File: config.mk
export PLATFORM = sky130hd
export DESIGN_NAME = mmio_responder
export DESIGN_NICKNAME = d
export VERILOG_FILES = /design/src/rtl/mmio_responder.sv
export SDC_FILE = /design/constraint.sdc
export NUM_CORES = 1
export LEC_CHECK = 0
export ABC_AREA = 1
export CAP_MARGIN = 30
export CORE_ASPECT_RATIO = 1.75
export CORE_MARGIN = 2
export CORE_UTILIZATION = 40
export DETAILED_ROUTE_END_ITERATION = 8
export HOLD_SLACK_MARGIN = 0.1
export SLEW_MARGIN = 5
export SYNTH_ARGS = -nofsm -noshare
export SYNTH_HDL_FRONTEND = slang
export SYNTH_SLANG_ARGS = --single-unit
File: constraint.sdc
create_clock -name clock -period 2.5 [get_ports clock]
set_clock_uncertainty 0.2 [all_clocks]
set_input_delay 0.5 -clock clock [delete_from_list [all_inputs] [get_ports clock]]
set_output_delay 0.5 -clock clock [all_outputs]
set_load 0.005 [all_outputs]
File: src/rtl/mmio_responder.sv
// Memory-mapped I/O responder on the data-memory bus, alongside the data RAM.
// It claims eight words starting at BASE_ADDR. Reads are registered with the
// same one-cycle latency as the RAM.
//
// Register map (word offsets):
//   0 LED        RW  [15:0]  drives led_out
//   1 BTN_LEVEL  RO          debounced button levels
//   2 BTN_PRESS  RW1C        rising-edge flags of the debounced levels
//   3 CYCLES     RO          free-running cycle counter
//   4 TLOAD      RW          timer reload value; a write also loads TCOUNT
//   5 TCTRL      bit0 EN, bit1 AUTO, bit2 EXP (RW1C)
//   6 TCOUNT     RO          timer down-counter
//   7 reserved   reads 0
//
// Ports:
//   clock, reset (async active-low)
//   wren, address_dmem, data    processor store strobe, word address, store data
//   q_mmio, hit_q               registered read data and window-hit flag
//   btn_in                      raw asynchronous buttons
//   led_out                     LED register
module mmio_responder #(
  parameter logic [31:0] BASE_ADDR       = 32'h0000_1000,
  parameter int unsigned NUM_BTN         = 4,
  parameter int unsigned DEBOUNCE_CYCLES = 16
) (
  input  logic               clock,
  input  logic               reset,
  input  logic               wren,
  input  logic [31:0]        address_dmem,
  input  logic [31:0]        data,
  output logic [31:0]        q_mmio,
  output logic               hit_q,
  input  logic [NUM_BTN-1:0] btn_in,
  output logic [15:0]        led_out
);

  localparam int unsigned CNT_W = (DEBOUNCE_CYCLES > 1) ? $clog2(DEBOUNCE_CYCLES) : 1;
  localparam logic [CNT_W-1:0] CNT_MAX = CNT_W'(DEBOUNCE_CYCLES - 1);

  // Decode
  logic       hit_c;
  logic [2:0] off_c;
  logic       wr_c;
  logic       wr_led_c, wr_press_c, wr_tload_c, wr_tctrl_c;

  assign hit_c      = (address_dmem[31:3] == BASE_ADDR[31:3]);
  assign off_c      = address_dmem[2:0];
  assign wr_c       = wren & hit_c;
  assign wr_led_c   = wr_c & (off_c == 3'd0);
  assign wr_press_c = wr_c & (off_c == 3'd2);
  assign wr_tload_c = wr_c & (off_c == 3'd4);
  assign wr_tctrl_c = wr_c & (off_c == 3'd5);

  // State
  logic [31:0]                   rdata_q, rdata_c;
  logic [15:0]                   led_q;
  logic [NUM_BTN-1:0]            sync1_q, sync2_q;
  logic [NUM_BTN-1:0]            level_q, level_d;
  logic [NUM_BTN-1:0][CNT_W-1:0] cnt_q, cnt_d;
  logic [NUM_BTN-1:0]            press_q, press_d;
  logic [NUM_BTN-1:0]            rise_c;
  logic [31:0]                   cycles_q;
  logic [31:0]                   tload_q;
  logic [31:0]                   tcount_q, tcount_d;
  logic                          en_q, auto_q, exp_q, exp_d;
  logic                          expire_c;

  // Read mux over pre-write register values
  always_comb begin
    rdata_c = '0;
    if (hit_c) begin
      case (off_c)
        3'd0:    rdata_c = {16'h0000, led_q};
        3'd1:    rdata_c = 32'(level_q);
        3'd2:    rdata_c = 32'(press_q);
        3'd3:    rdata_c = cycles_q;
        3'd4:    rdata_c = tload_q;
        3'd5:    rdata_c = {29'd0, exp_q, auto_q, en_q};
        3'd6:    rdata_c = tcount_q;
        default: rdata_c = '0;
      endcase
    end
  end

  // Debounce: level flips once the synchronized input has differed for
  // DEBOUNCE_CYCLES consecutive edges; any agreement restarts the count.
  always_comb begin
    level_d = level_q;
    cnt_d   = '0;
    for (int i = 0; i < int'(NUM_BTN); i++) begin
      if (sync2_q[i] != level_q[i]) begin
        if (cnt_q[i] == CNT_MAX) begin
          level_d[i] = ~level_q[i];
        end else begin
          cnt_d[i] = cnt_q[i] + CNT_W'(1);
        end
      end
    end
  end

  assign rise_c = level_d & ~level_q;

  // Press flags: hardware set wins over software clear
  always_comb begin
    press_d = (press_q & ~(wr_press_c ? data[NUM_BTN-1:0] : '0)) | rise_c;
  end

  // Timer: expiry is the 1->0 step; AUTO replaces that step with a reload.
  // A TLOAD write overrides whatever the counter would otherwise do.
  assign expire_c = en_q & (tcount_q == 32'd1);

  always_comb begin
    tcount_d = tcount_q;
    if (en_q && (tcount_q != 32'd0)) begin
      tcount_d = (expire_c && auto_q) ? tload_q : (tcount_q - 32'd1);
    end
    if (wr_tload_c) begin
      tcount_d = data;
    end
    exp_d = expire_c | (exp_q & ~(wr_tctrl_c & data[2]));
  end

  always_ff @(posedge clock or negedge reset) begin
    if (!reset) begin
      rdata_q  <= '0;
      hit_q    <= 1'b0;
      led_q    <= '0;
      sync1_q  <= '0;
      sync2_q  <= '0;
      level_q  <= '0;
      cnt_q    <= '0;
      press_q  <= '0;
      cycles_q <= '0;
      tload_q  <= '0;
      tcount_q <= '0;
      en_q     <= 1'b0;
      auto_q   <= 1'b0;
      exp_q    <= 1'b0;
    end else begin
      rdata_q  <= rdata_c;
      hit_q    <= hit_c;
      sync1_q  <= btn_in;
      sync2_q  <= sync1_q;
      level_q  <= level_d;
      cnt_q    <= cnt_d;
      press_q  <= press_d;
      cycles_q <= cycles_q + 32'd1;
      tcount_q <= tcount_d;
      exp_q    <= exp_d;
      if (wr_led_c) begin
        led_q <= data[15:0];
      end
      if (wr_tload_c) begin
        tload_q <= data;
      end
      if (wr_tctrl_c) begin
        en_q   <= data[0];
        auto_q <= data[1];
      end
    end
  end

  assign q_mmio  = rdata_q;
  assign led_out = led_q;

endmodule

==> flow_summary.toml <==
[outcome]
outcome = "completed"

[floorplan]
start_util_pct = 40.63
rows = 74
die_h_um = 207.7
num_io_pins = 120
die_area_um2 = 25000
core_um2 = 23330
die_w_um = 120.4

[detailed_routing]
wl_per_cell_um = 16.61
drc = 0
drt_first_pass_iters = 5
first_iter_violations = 649
dr_total_vias = 8948
ant_nets = 0
routed_via_density = 5.134
drt-total-wl_mm = 28.94

[grt]
grt_pass1_wl_mm = 46.62
antenna_found_initial = 0
overflow = 0
grt_max_degree = 54
grt_pass1_vias = 8974
grt-busiest-layer = "met2"
gr-usage-all-layers_pct = 24.01
met2_usage_pct = 43.46
use_met1_pct = 26.80
grtUsageMet3_pct = 4.011

[power]
power_density_nw_per_um2 = 497.2
p_leak_nw = 5.967
ir_drop_mv = 0.4819

[timing]
min_period_ns = 2.306
hold_viol = 0
rsz0062_at_grt = "no"
worstMarginPinSlew_ns = 0.4758
maxSlewViolCount = 0
fin_setup_tns_ns = 0
finalCritPeriodShare_pct = 92.22
slew_headroom_pct = 68.28
setup_slack_ns = 0.1944
holdWs_ns = 0.1490
setup_viol = 0
fmax_mhz = 433.7

[worst_hold_path]
hold_depth = 0
hold_path_class = "register to register"

[critical_path]
cp.required_ns = 2.64
cp_slowest_cell = "dfrtp_1"
slowest_delay_ns = 0.48
reg2regPathDepth = 10
r2r_setup_slack_ns = 0.19
crit_top_cell = "nand2_1"
path_depth = 10
cp_max_fo = 16
cp.arrival_ns = 2.45
path_buf_inv = 2
path_cells = "nor2_1 > nand2_1 > nor2_2 > nand2_2 > o21ai_1 > nand2_2 > buf_4 > buf_4 > nand2_1 > nand2_1"
worst-setup-path-type = "register to register"
cpLargestDelayFamily = "simple AND/OR/NAND/NOR gates"
worstSetupStartpointType = "register"
end_kind = "register"

[yosys]
seq_area_frac_synth_pct = 47.51
synth_cell_types = 35
ys_ff_latch = 180
synth_warnings = 0
synthesis.nets = 1318
yosysTopAreaCellShare_pct = 47.51
ys_top_cells_by_area = "dfrtp_1, nand2_1, nor2_1, inv_1, nand3_1"
synth_top_cell_by_area = "dfrtp_1"
synthesis.area_um2 = 9480
synth_cells = 1240
avgSynthCellArea_um2 = 7.645

[layout]
n_antenna_cell = 0
multi_input_area_um2 = 4373
fill_cells = 2274
regArea_um2 = 4504
final_common_cell = "nand2_1"
syn2layout_area_growth_pct = 29.30
drive_above_1_share_pct = 11.19
utilization_pct = 52.54
instances_no_fill = 1743
mostFrequentLayoutCells = "nand2_1, dfrtp_1, nor2_1"
layout.nets = 1504

[clock_network]
cts_buffers = 17
root_buffer = "clkbuf_16"
cts_tree = "yes"
clk_latency_ns = 0.45
cts_resized = 0
cts_htree_levels = 4
cts.sinks = 180
clk_pin_slew_worst_paths_ns = 0.07
cts_buffer_depth = 2

[place]
port-buffer-count = 119
place_inst = 1710
globalplace.congestion = 0.9457
pre_cts_slack_ns = -0.1616
dp_hpwl_mm = 22.62

[job]
maxCapViolCount = 0
Yosys cell counts:
cell / count
inv_2: 5
nand2_2: 7
o22ai_1: 5
o2bb2ai_1: 1
dfrtp_1: 180
buf_4: 3
nor2_2: 12
nor4_1: 2
inv_1: 102
nand3b_1: 5
ha_1: 7
xor2_1: 38
nor2_4: 5
buf_2: 13
a221oi_1: 10
o21ai_0: 38
o31ai_1: 1
nand4_1: 50
nand3_1: 70
xnor2_1: 13
a41oi_1: 3
a21oi_1: 48
nor3_1: 10
clkbuf_1: 21
or2_2: 5
buf_6: 4
nor2_1: 163
nor3_2: 1
nand3_2: 3
or2_0: 1
nand2_1: 388
o21ai_1: 8
buf_1: 1
a22o_1: 1
a31oi_1: 16
layer usage:
metal,vias to the layer above,wire [um]
met5,-,0
met4,0,1324
met3,72,1017
met2,241,15490
met1,4259,11110
li1,4376,-
final timing paths:
kind / startpoint / to
max: tcount_q[22] / tcount_q[19]
min: sync1_q[0] / sync2_q[0]
max reg2reg: tcount_q[22] / tcount_q[19]
min reg2reg: sync1_q[0] / sync2_q[0]
max in group asynchronous: reset / q_mmio[19]
min in group asynchronous: reset / led_out[8]
where the power goes:
group          switching, mW  leakage (nW)  internal [mW]
clock network           1.26         0.291           1.53
registers             0.0152          2.43           2.93
logic                  0.187          3.25          0.174
total                   1.46          5.97           4.64
worst reg2reg max path: cells and delay by family (launching register included):
kind | cells | cell delay, ns
compound gates | 1 | 0.20
buf+inv | 2 | 0.39
flops | 1 | 0.48
simple gates | 7 | 0.92
through the flow:
| stage | area (um2) | power [mW] |
|---|---|---|
| final | 12260 | 6.094 |
| after global routing | 12260 | 6.321 |
| after CTS | 12260 | 6.155 |
| after detailed placement | 11640 | 3.369 |
| after global placement | 11640 | 3.362 |
| after floorplan | 9480 | 3.094 |
final cells by class:
| cell class | count | share of cell area [%] |
|---|---|---|
| Clock buffer | 18 | 3.583 |
| Clock inverter | 14 | 1.337 |
| Inverter | 107 | 3.277 |
| Sequential cell | 180 | 36.75 |
| Multi-Input combinational cell | 911 | 35.67 |
| Timing Repair Buffer | 209 | 16.28 |
| Tap cell | 304 | 3.103 |
kinds of logic (layout without fill, tap and decap cells):
| group | Yosys count | after routing | share of synthesized area (%) |
|---|---|---|---|
| DFF | 180 | 180 | 47.51 |
| adders and majority gates | 7 | 7 | 0.9238 |
| AOI/OAI and AO/OA | 131 | 131 | 7.813 |
| and+or+nand+nor | 722 | 722 | 32.53 |
| xor gates and xnor gates | 51 | 51 | 4.712 |
| buffers and inverters | 149 | 348 | 6.507 |
what timing repair did:
item,in CTS,in global routing
endpoints found under the hold margin,46,0
buffers inserted,0,0
hold buffers,1,0
registers in the layout, summed over array words and instances, names as in the netlist, 4 cells and up:
register  cells
cycles_q     32
press_q       4
level_q       4
tload_q      32
led_out      16
cnt_q        16
sync1_q       4
q_mmio       32
tcount_q     32
sync2_q       4
(Power assumes the default switching activity.)
